--- config.mk ---
export PLATFORM = sky130hd
export DESIGN_NAME = cp0_unit_flat
export DESIGN_NICKNAME = d
export VERILOG_FILES = /design/src/rtl/cp0_unit_if.sv /design/src/rtl/cp0_unit.sv /design/src/flat_wrapper.sv
export SDC_FILE = /design/constraint.sdc
export NUM_CORES = 1
export LEC_CHECK = 0
export BUFFER_PORTS_ARGS = -buffer_cell sky130_fd_sc_hd__clkbuf_2
export CORE_MARGIN = 3
export CORE_UTILIZATION = 48
export CTS_CLUSTER_DIAMETER = 200
export DETAILED_ROUTE_END_ITERATION = 8
export GPL_TIMING_DRIVEN = 1
export PLACE_DENSITY = 0.94
export SYNTH_ARGS = -nofsm -noshare
export SYNTH_HDL_FRONTEND = slang
export SYNTH_SLANG_ARGS = --single-unit
--- constraint.sdc ---
create_clock -name clk -period 6.61 [get_ports clk]
set_input_delay 0.9915 -clock clk [delete_from_list [all_inputs] [get_ports clk]]
set_output_delay 0.9915 -clock clk [all_outputs]
set_load 0.05 [all_outputs]
--- src/rtl/cp0_unit_if.sv ---
// Bus between the main controller and coprocessor 0.
// The controller drives the master side and cp0_unit sits on the slave side.
interface cp0_unit_if;
  logic [4:0]  A;
  logic [31:0] DIn;
  logic [31:0] PC;
  logic [5:0]  HWInt;
  logic        We;
  logic        EPCDst;
  logic        EXLSet;
  logic        EXLClr;
  logic        IntReq;
  logic [31:0] EPC;
  logic [31:0] DOut;

  modport master (
    output A, DIn, PC, HWInt, We, EPCDst, EXLSet, EXLClr,
    input  IntReq, EPC, DOut
  );

  modport slave (
    input  A, DIn, PC, HWInt, We, EPCDst, EXLSet, EXLClr,
    output IntReq, EPC, DOut
  );
endinterface

--- src/rtl/cp0_unit.sv ---
// Coprocessor 0 for the multi-cycle MIPS core: SR, Cause, EPC, PrID and interrupt request.
// Define CP0_TIMER_EN to add the Count/Compare timer, which feeds IP[15].
module cp0_unit #(
  parameter logic [31:0] PRID_VAL = 32'h0000_3000,
  parameter int          HW_LINES = 6
) (
  input logic        clk,
  input logic        reset,
  cp0_unit_if.slave  bus
);

  localparam logic [4:0] REG_COUNT   = 5'd9;
  localparam logic [4:0] REG_COMPARE = 5'd11;
  localparam logic [4:0] REG_SR      = 5'd12;
  localparam logic [4:0] REG_CAUSE   = 5'd13;
  localparam logic [4:0] REG_EPC     = 5'd14;
  localparam logic [4:0] REG_PRID    = 5'd15;

  logic [HW_LINES-1:0] im;
  logic [HW_LINES-1:0] ip;
  logic                exl;
  logic                ie;
  logic [31:0]         epc;
  logic [HW_LINES-1:0] ip_next;

  logic sw_write;
  logic wr_sr;
  logic wr_epc_sw;
  logic wr_epc_hw;

  // PC[1:0] is discarded because EPC is always word aligned.
  logic unused_pc_low;
  assign unused_pc_low = &{1'b0, bus.PC[1:0]};

  assign sw_write  = bus.We && !bus.EPCDst;
  assign wr_sr     = sw_write && (bus.A == REG_SR);
  assign wr_epc_sw = sw_write && (bus.A == REG_EPC);
  assign wr_epc_hw = bus.We && bus.EPCDst;

`ifdef CP0_TIMER_EN
  logic [31:0] count;
  logic [31:0] compare;
  logic        ti;
  logic        wr_count;
  logic        wr_compare;

  assign wr_count   = sw_write && (bus.A == REG_COUNT);
  assign wr_compare = sw_write && (bus.A == REG_COMPARE);

  // A software write to Count suppresses the match for that cycle; writing Compare acknowledges TI.
  always_ff @(posedge clk or posedge reset) begin
    if (reset) begin
      count   <= 32'h0;
      compare <= 32'h0;
      ti      <= 1'b0;
    end else begin
      if (wr_count)
        count <= bus.DIn;
      else
        count <= count + 32'd1;
      if (wr_compare)
        compare <= bus.DIn;
      if (wr_compare)
        ti <= 1'b0;
      else if (!wr_count && (count == compare))
        ti <= 1'b1;
    end
  end

  assign ip_next = {bus.HWInt[HW_LINES-1] | ti, bus.HWInt[HW_LINES-2:0]};
`else
  assign ip_next = bus.HWInt;
`endif

  always_ff @(posedge clk or posedge reset) begin
    if (reset) begin
      im  <= '0;
      ie  <= 1'b0;
      exl <= 1'b0;
    end else begin
      if (wr_sr) begin
        im <= bus.DIn[15:10];
        ie <= bus.DIn[0];
      end
      // The exception strobes override any EXL value carried in an MTC0.
      if (bus.EXLSet)
        exl <= 1'b1;
      else if (bus.EXLClr)
        exl <= 1'b0;
      else if (wr_sr)
        exl <= bus.DIn[1];
    end
  end

  always_ff @(posedge clk or posedge reset) begin
    if (reset)
      epc <= 32'h0;
    else if (wr_epc_hw)
      epc <= {bus.PC[31:2], 2'b00};
    else if (wr_epc_sw)
      epc <= {bus.DIn[31:2], 2'b00};
  end

  always_ff @(posedge clk or posedge reset) begin
    if (reset)
      ip <= '0;
    else
      ip <= ip_next;
  end

  assign bus.IntReq = !reset && (|(ip & im)) && ie && !exl;
  assign bus.EPC    = epc;

  always_comb begin
    bus.DOut = 32'h0;
    if (!reset) begin
      case (bus.A)
        REG_SR:    bus.DOut = {16'h0, im, 8'h0, exl, ie};
        REG_CAUSE: bus.DOut = {16'h0, ip, 10'h0};
        REG_EPC:   bus.DOut = epc;
        REG_PRID:  bus.DOut = PRID_VAL;
`ifdef CP0_TIMER_EN
        REG_COUNT:   bus.DOut = count;
        REG_COMPARE: bus.DOut = compare;
`endif
        default:   bus.DOut = 32'h0;
      endcase
    end
  end

endmodule

--- src/flat_wrapper.sv ---
// flat-port wrapper written by rule: the top's interface ports become plain ports
module cp0_unit_flat 
#(
  parameter logic [31:0] PRID_VAL = 32'h0000_3000,
  parameter int          HW_LINES = 6
)
  (clk, reset, bus_A, bus_DIn, bus_PC, bus_HWInt, bus_We, bus_EPCDst, bus_EXLSet, bus_EXLClr, bus_IntReq, bus_EPC, bus_DOut);
  cp0_unit_if bus_i ();
  input logic clk;
  input logic reset;
  input wire logic [$bits(bus_i.A)-1:0] bus_A;
  input wire logic [$bits(bus_i.DIn)-1:0] bus_DIn;
  input wire logic [$bits(bus_i.PC)-1:0] bus_PC;
  input wire logic [$bits(bus_i.HWInt)-1:0] bus_HWInt;
  input wire logic [$bits(bus_i.We)-1:0] bus_We;
  input wire logic [$bits(bus_i.EPCDst)-1:0] bus_EPCDst;
  input wire logic [$bits(bus_i.EXLSet)-1:0] bus_EXLSet;
  input wire logic [$bits(bus_i.EXLClr)-1:0] bus_EXLClr;
  output wire logic [$bits(bus_i.IntReq)-1:0] bus_IntReq;
  output wire logic [$bits(bus_i.EPC)-1:0] bus_EPC;
  output wire logic [$bits(bus_i.DOut)-1:0] bus_DOut;
  assign bus_i.A = bus_A;
  assign bus_i.DIn = bus_DIn;
  assign bus_i.PC = bus_PC;
  assign bus_i.HWInt = bus_HWInt;
  assign bus_i.We = bus_We;
  assign bus_i.EPCDst = bus_EPCDst;
  assign bus_i.EXLSet = bus_EXLSet;
  assign bus_i.EXLClr = bus_EXLClr;
  assign bus_IntReq = bus_i.IntReq;
  assign bus_EPC = bus_i.EPC;
  assign bus_DOut = bus_i.DOut;
  cp0_unit #(.PRID_VAL(PRID_VAL), .HW_LINES(HW_LINES)) u_core (.clk(clk), .reset(reset), .bus(bus_i));
endmodule
-- Word-level counts from Yosys, hierarchy flattened
Cells that the tools add are included.
- register bits after elaboration: 46
- input bits: 81
- output and inout port bits: 65
- logic and storage cells: 30
- equal/unequal tests: 4
- multiplexer cells: 7
- bitwise logic cells: 1
- reduce and logical (&&, ||, !) cells: 13
- operators with widths (kind ; number):
    $pmux W32 S4 ; 1
    $mux W32 ; 3
    $eq A5 B4 Y1 const B ; 4
    $logic_and A1 B1 Y1 ; 7
    $and A6 B6 Y6 ; 1
    $reduce_or A6 Y1 ; 1
    $logic_not A1 Y1 ; 3
    $mux W1 ; 3
    $reduce_bool A3 Y1 ; 1
    $reduce_bool A2 Y1 ; 1

-- Longest topological paths before layout
- depth after elaboration: 6
- mapped depth: 5
- depth with buffers taken out: 3

-- Worst setup path before layout
No wires, ideal clock.
- kind: input -> output
- start: in reset
- end: out bus_IntReq
- arrival time: 3622 ps
- data required time: 5618 ps
- setup slack: 1996 ps
- stages: 4
- buffers on the path: 1
- path through: clkbuf_1 > inv_1 > nand2_1 > a311oi_1
- cells in the longest elaborated chain, start to end: 4
- ends and longest elaborated chain (item ; RTL line ; source):
    start: declaration ; flat_wrapper.sv:10 ; input logic reset;
    $logic_not A1 Y1 (no source line) ; n/a ;
    $logic_and A1 B1 Y1 (3 in a row) ; cp0_unit.sv:111 ; assign bus.IntReq = !reset && (|(ip & im)) && ie && !exl;
    end: declaration ; flat_wrapper.sv:19 ; output wire logic [$bits(bus_i.IntReq)-1:0] bus_IntReq;
Every way passes these cells.

-- Worst setup path in the final report
- start: in bus_A[4]
- end: out bus_DOut[23]
- cells in the longest elaborated chain, start to end: 3
- elaborated cells between the ends (all ways): 6
- those cells by class: eq/ne (4); mux (2)
- ends and longest elaborated chain (item ; RTL line ; source):
    start: declaration ; flat_wrapper.sv:11 ; input wire logic [$bits(bus_i.A)-1:0] bus_A;
    $eq A5 B4 Y1 ; cp0_unit.sv:117 ; case (bus.A)
    $pmux W32 S4 * ; cp0_unit.sv:117 ;
    $mux W32 * ; cp0_unit.sv:116 ; if (!reset) begin
    end: declaration ; flat_wrapper.sv:21 ; output wire logic [$bits(bus_i.DOut)-1:0] bus_DOut;
Every way passes the cells marked *; elsewhere a longest branch is shown, timed or not.

==> impl_metrics.yaml <==
run_status:
  outcome: "complete, no violations"
layout:
  final_area_sq_um: 3340
  final_layout_size_suffix_gt1_share_pct: 44.4
  final_common_cell: "clkbuf_2"
  fin_cells: 439
  n_antenna_cell: 0
  fillers: 441
  synthToLayoutAreaGrowth_pct: 29.4
  fin_nets: 449
  layout_common_cells: "clkbuf_2 (141), dfrtp_1 (44), nand2b_1 (32)"
placement:
  gp_congestion: 0.837
  port_buffers: 141
  placed_cell_area_sq_um: 3230
  dp_hpwl_um: 5230
  dp.cells: 431
synth:
  ys_seq_area_share_pct: 42.6
  synth-seq-cells: 44
  synth_area_sq_um: 2580
  netlist_instances: 246
  yosysWarnings: 0
  syn_area_per_cell_sq_um: 10.5
  yosysUniqueCellTypes: 35
critical_path:
  reg2reg_depth: 1
  worstReg2RegStart: "u_core.ie"
  start_kind: "primary input"
  startpoint: "bus_A[4]"
  critical_path_class: "primary input to output pin"
  r2r_slack_ns: 5.81
  cp_max_fo: 38
  end_kind: "output pin"
  worstPathRequired_ns: 5.62
  reg2reg_to: "u_core.ie"
  worst_setup_path_endpoint: "bus_DOut[23]"
  cp.arrival_ns: 2.92
sta:
  hold_viol: 0
  slew_headroom_pct: 39.0
  finalMaxSlewViolations: 0
  worst_pin_slew_ns: 0.914
  fin_setup_tns_ns: 0
  finalCritPeriodShare_pct: 59.1
  rsz0062_at_grt: "no"
  layout_min_cycle_time_ns: 3.91
  hold_ws_ns: 0.526
  setup_viol: 0
  skew_ns: 0
  fmax_mhz: 256
clocking:
  cts_tree: "built"
  clk_pin_slew_ns: 0.09
  cts_root_buffer: "clkbuf_8"
  cts_sinks: 44
  post_cts_resize_count: 0
  cts_max_path_buffers: 2
  cts_hold_buffers: 0
  insertion_delay_ns: 0.29
  numCtsBuffers: 5
  cts_max_level: 2
  cts_setup_buffers: 0
power:
  switching_share_pct: 36.5
  vdd_drop_max_mv: 0.149
  power.density_nw_per_um2: 231
  seqPwrFrac_pct: 42.6
  leakage_uw: 0.00161
  fin_total_pwr_uw: 772
  power.internal_uw: 490
  combPwrFrac_pct: 30.7
  power_frac_clock_pct: 26.7
  p_sw_uw: 282
routing:
  routed-via-count: 2491
  wl_per_cell_um: 16.7
  antenna_left: 0
  drc: 0
  wirelength_um: 7350
  drt-vias-per-instance: 5.67
  drt-pass1-iter-count: 5
  dr.first_iter.drc_count: 210
floorplanning:
  die_height_um: 79.4
  core_area_sq_um: 5140
  rows: 26
  die-width_um: 79.4
  io_pins: 146
  start_util_pct: 50.2
  die_area_sq_um: 6300
flow_run:
  maxCapViolCount: 0
global_route:
  grt_pass1_wl_um: 12000
  grt_max_degree: 63
  grt_pass1_vias: 2457
  grt-ovfl-total: 0
  antenna_found_initial: 0
  grt_use_total_pct: 24.1
min_path:
  hold_class: "register to register"
==> per-stage QoR <==
stage               util (%)  setup WS, ns
detailed placement      62.9          2.66
global placement        62.9          2.73
floorplan                  -          2.00
finish                  65.0          2.70
CTS                     65.0          2.66
global route            65.0          2.47
==> power groups by stage <==
stage / sequential (uW) / combinational, uW / clock (uW)
final: 329 / 237 / 206
after global routing: 334 / 253 / 219
after CTS: 329 / 239 / 211
after detailed placement: 333 / 239 / 0
after global placement: 332 / 235 / 0
after floorplan: 415 / 88.9 / 0
==> worst min-delay path by stage <==
stage                           end  slack (ns)  cells after the start  startpoint
after floorplan           u_core.ie        0.46                      1   u_core.ie
after global placement    u_core.ie        0.48                      1   u_core.ie
after detailed placement  u_core.ie        0.51                      1   u_core.ie
after CTS                 u_core.ie        0.53                      1   u_core.ie
after global routing      u_core.ie        0.54                      1   u_core.ie
final                     u_core.ie        0.53                      1   u_core.ie
==> Yosys cell counts (all sizes together) <==
master / n / share of area, %
o41ai: 30 / 10
nor3b: 2 / 0.78
and2: 24 / 5.8
nand3b: 6 / 2.2
a311oi: 6 / 2.0
a22oi: 3 / 0.87
buf: 16 / 4.6
and4b: 1 / 0.39
dfrtp: 44 / 43
clkbuf: 14 / 2.0
and4bb: 1 / 0.48
o31ai: 1 / 0.82
o22ai: 1 / 0.24
and3: 1 / 0.24
a311o: 1 / 0.39
inv: 4 / 0.58
nand3: 5 / 0.97
conb: 1 / 0.15
o211ai: 1 / 0.29
nand2: 8 / 1.3
nor2b: 2 / 0.48
nand2b: 32 / 7.8
nor2: 2 / 0.29
nor3: 1 / 0.63
mux2: 7 / 3.1
and4: 1 / 0.34
a211oi: 1 / 0.29
a2bb2oi: 30 / 10
==> layout make-up <==
cell class	count	area, sq um	area share (%)
clock buffer	5	68.8	2.06
clock inverter	3	42.5	1.27
tap	70	87.6	2.62
multi-input combinational	169	1300	38.9
timing repair buffer	144	728	21.8
sequential	44	1100	32.9
inverter	4	15.0	0.449
==> critical path, stage by stage <==
cell,delay [ns]
clkbuf_2,0.11
nand3b_4,0.47
nor3_4,0.81
and2_1,0.23
clkbuf_2,0.29
==> logic make-up after synthesis <==
family | synth area share [%]
AOI/OAI and AO/OA | 25.3
DFF | 42.6
buffers and inverters | 7.22
and+or+nand+nor | 21.7
muxes | 3.05
other | 0.145
==> per-layer routing <==
layer	vias to the layer above	track usage, %	wire, um
met5	-	0	0
met4	0	6.70	127
met3	15	5.56	670
met2	130	40.3	3710
met1	1174	31.1	2840
li1	1172	-	-
==> state kept, by name, summed over array words and instances (netlist names) <==
name and cells:
u_core.exl 1, u_core.im 6, u_core.bus.EPC 30, u_core.ie 1, u_core.ip 6
Power figures use the tool's default switching activity.
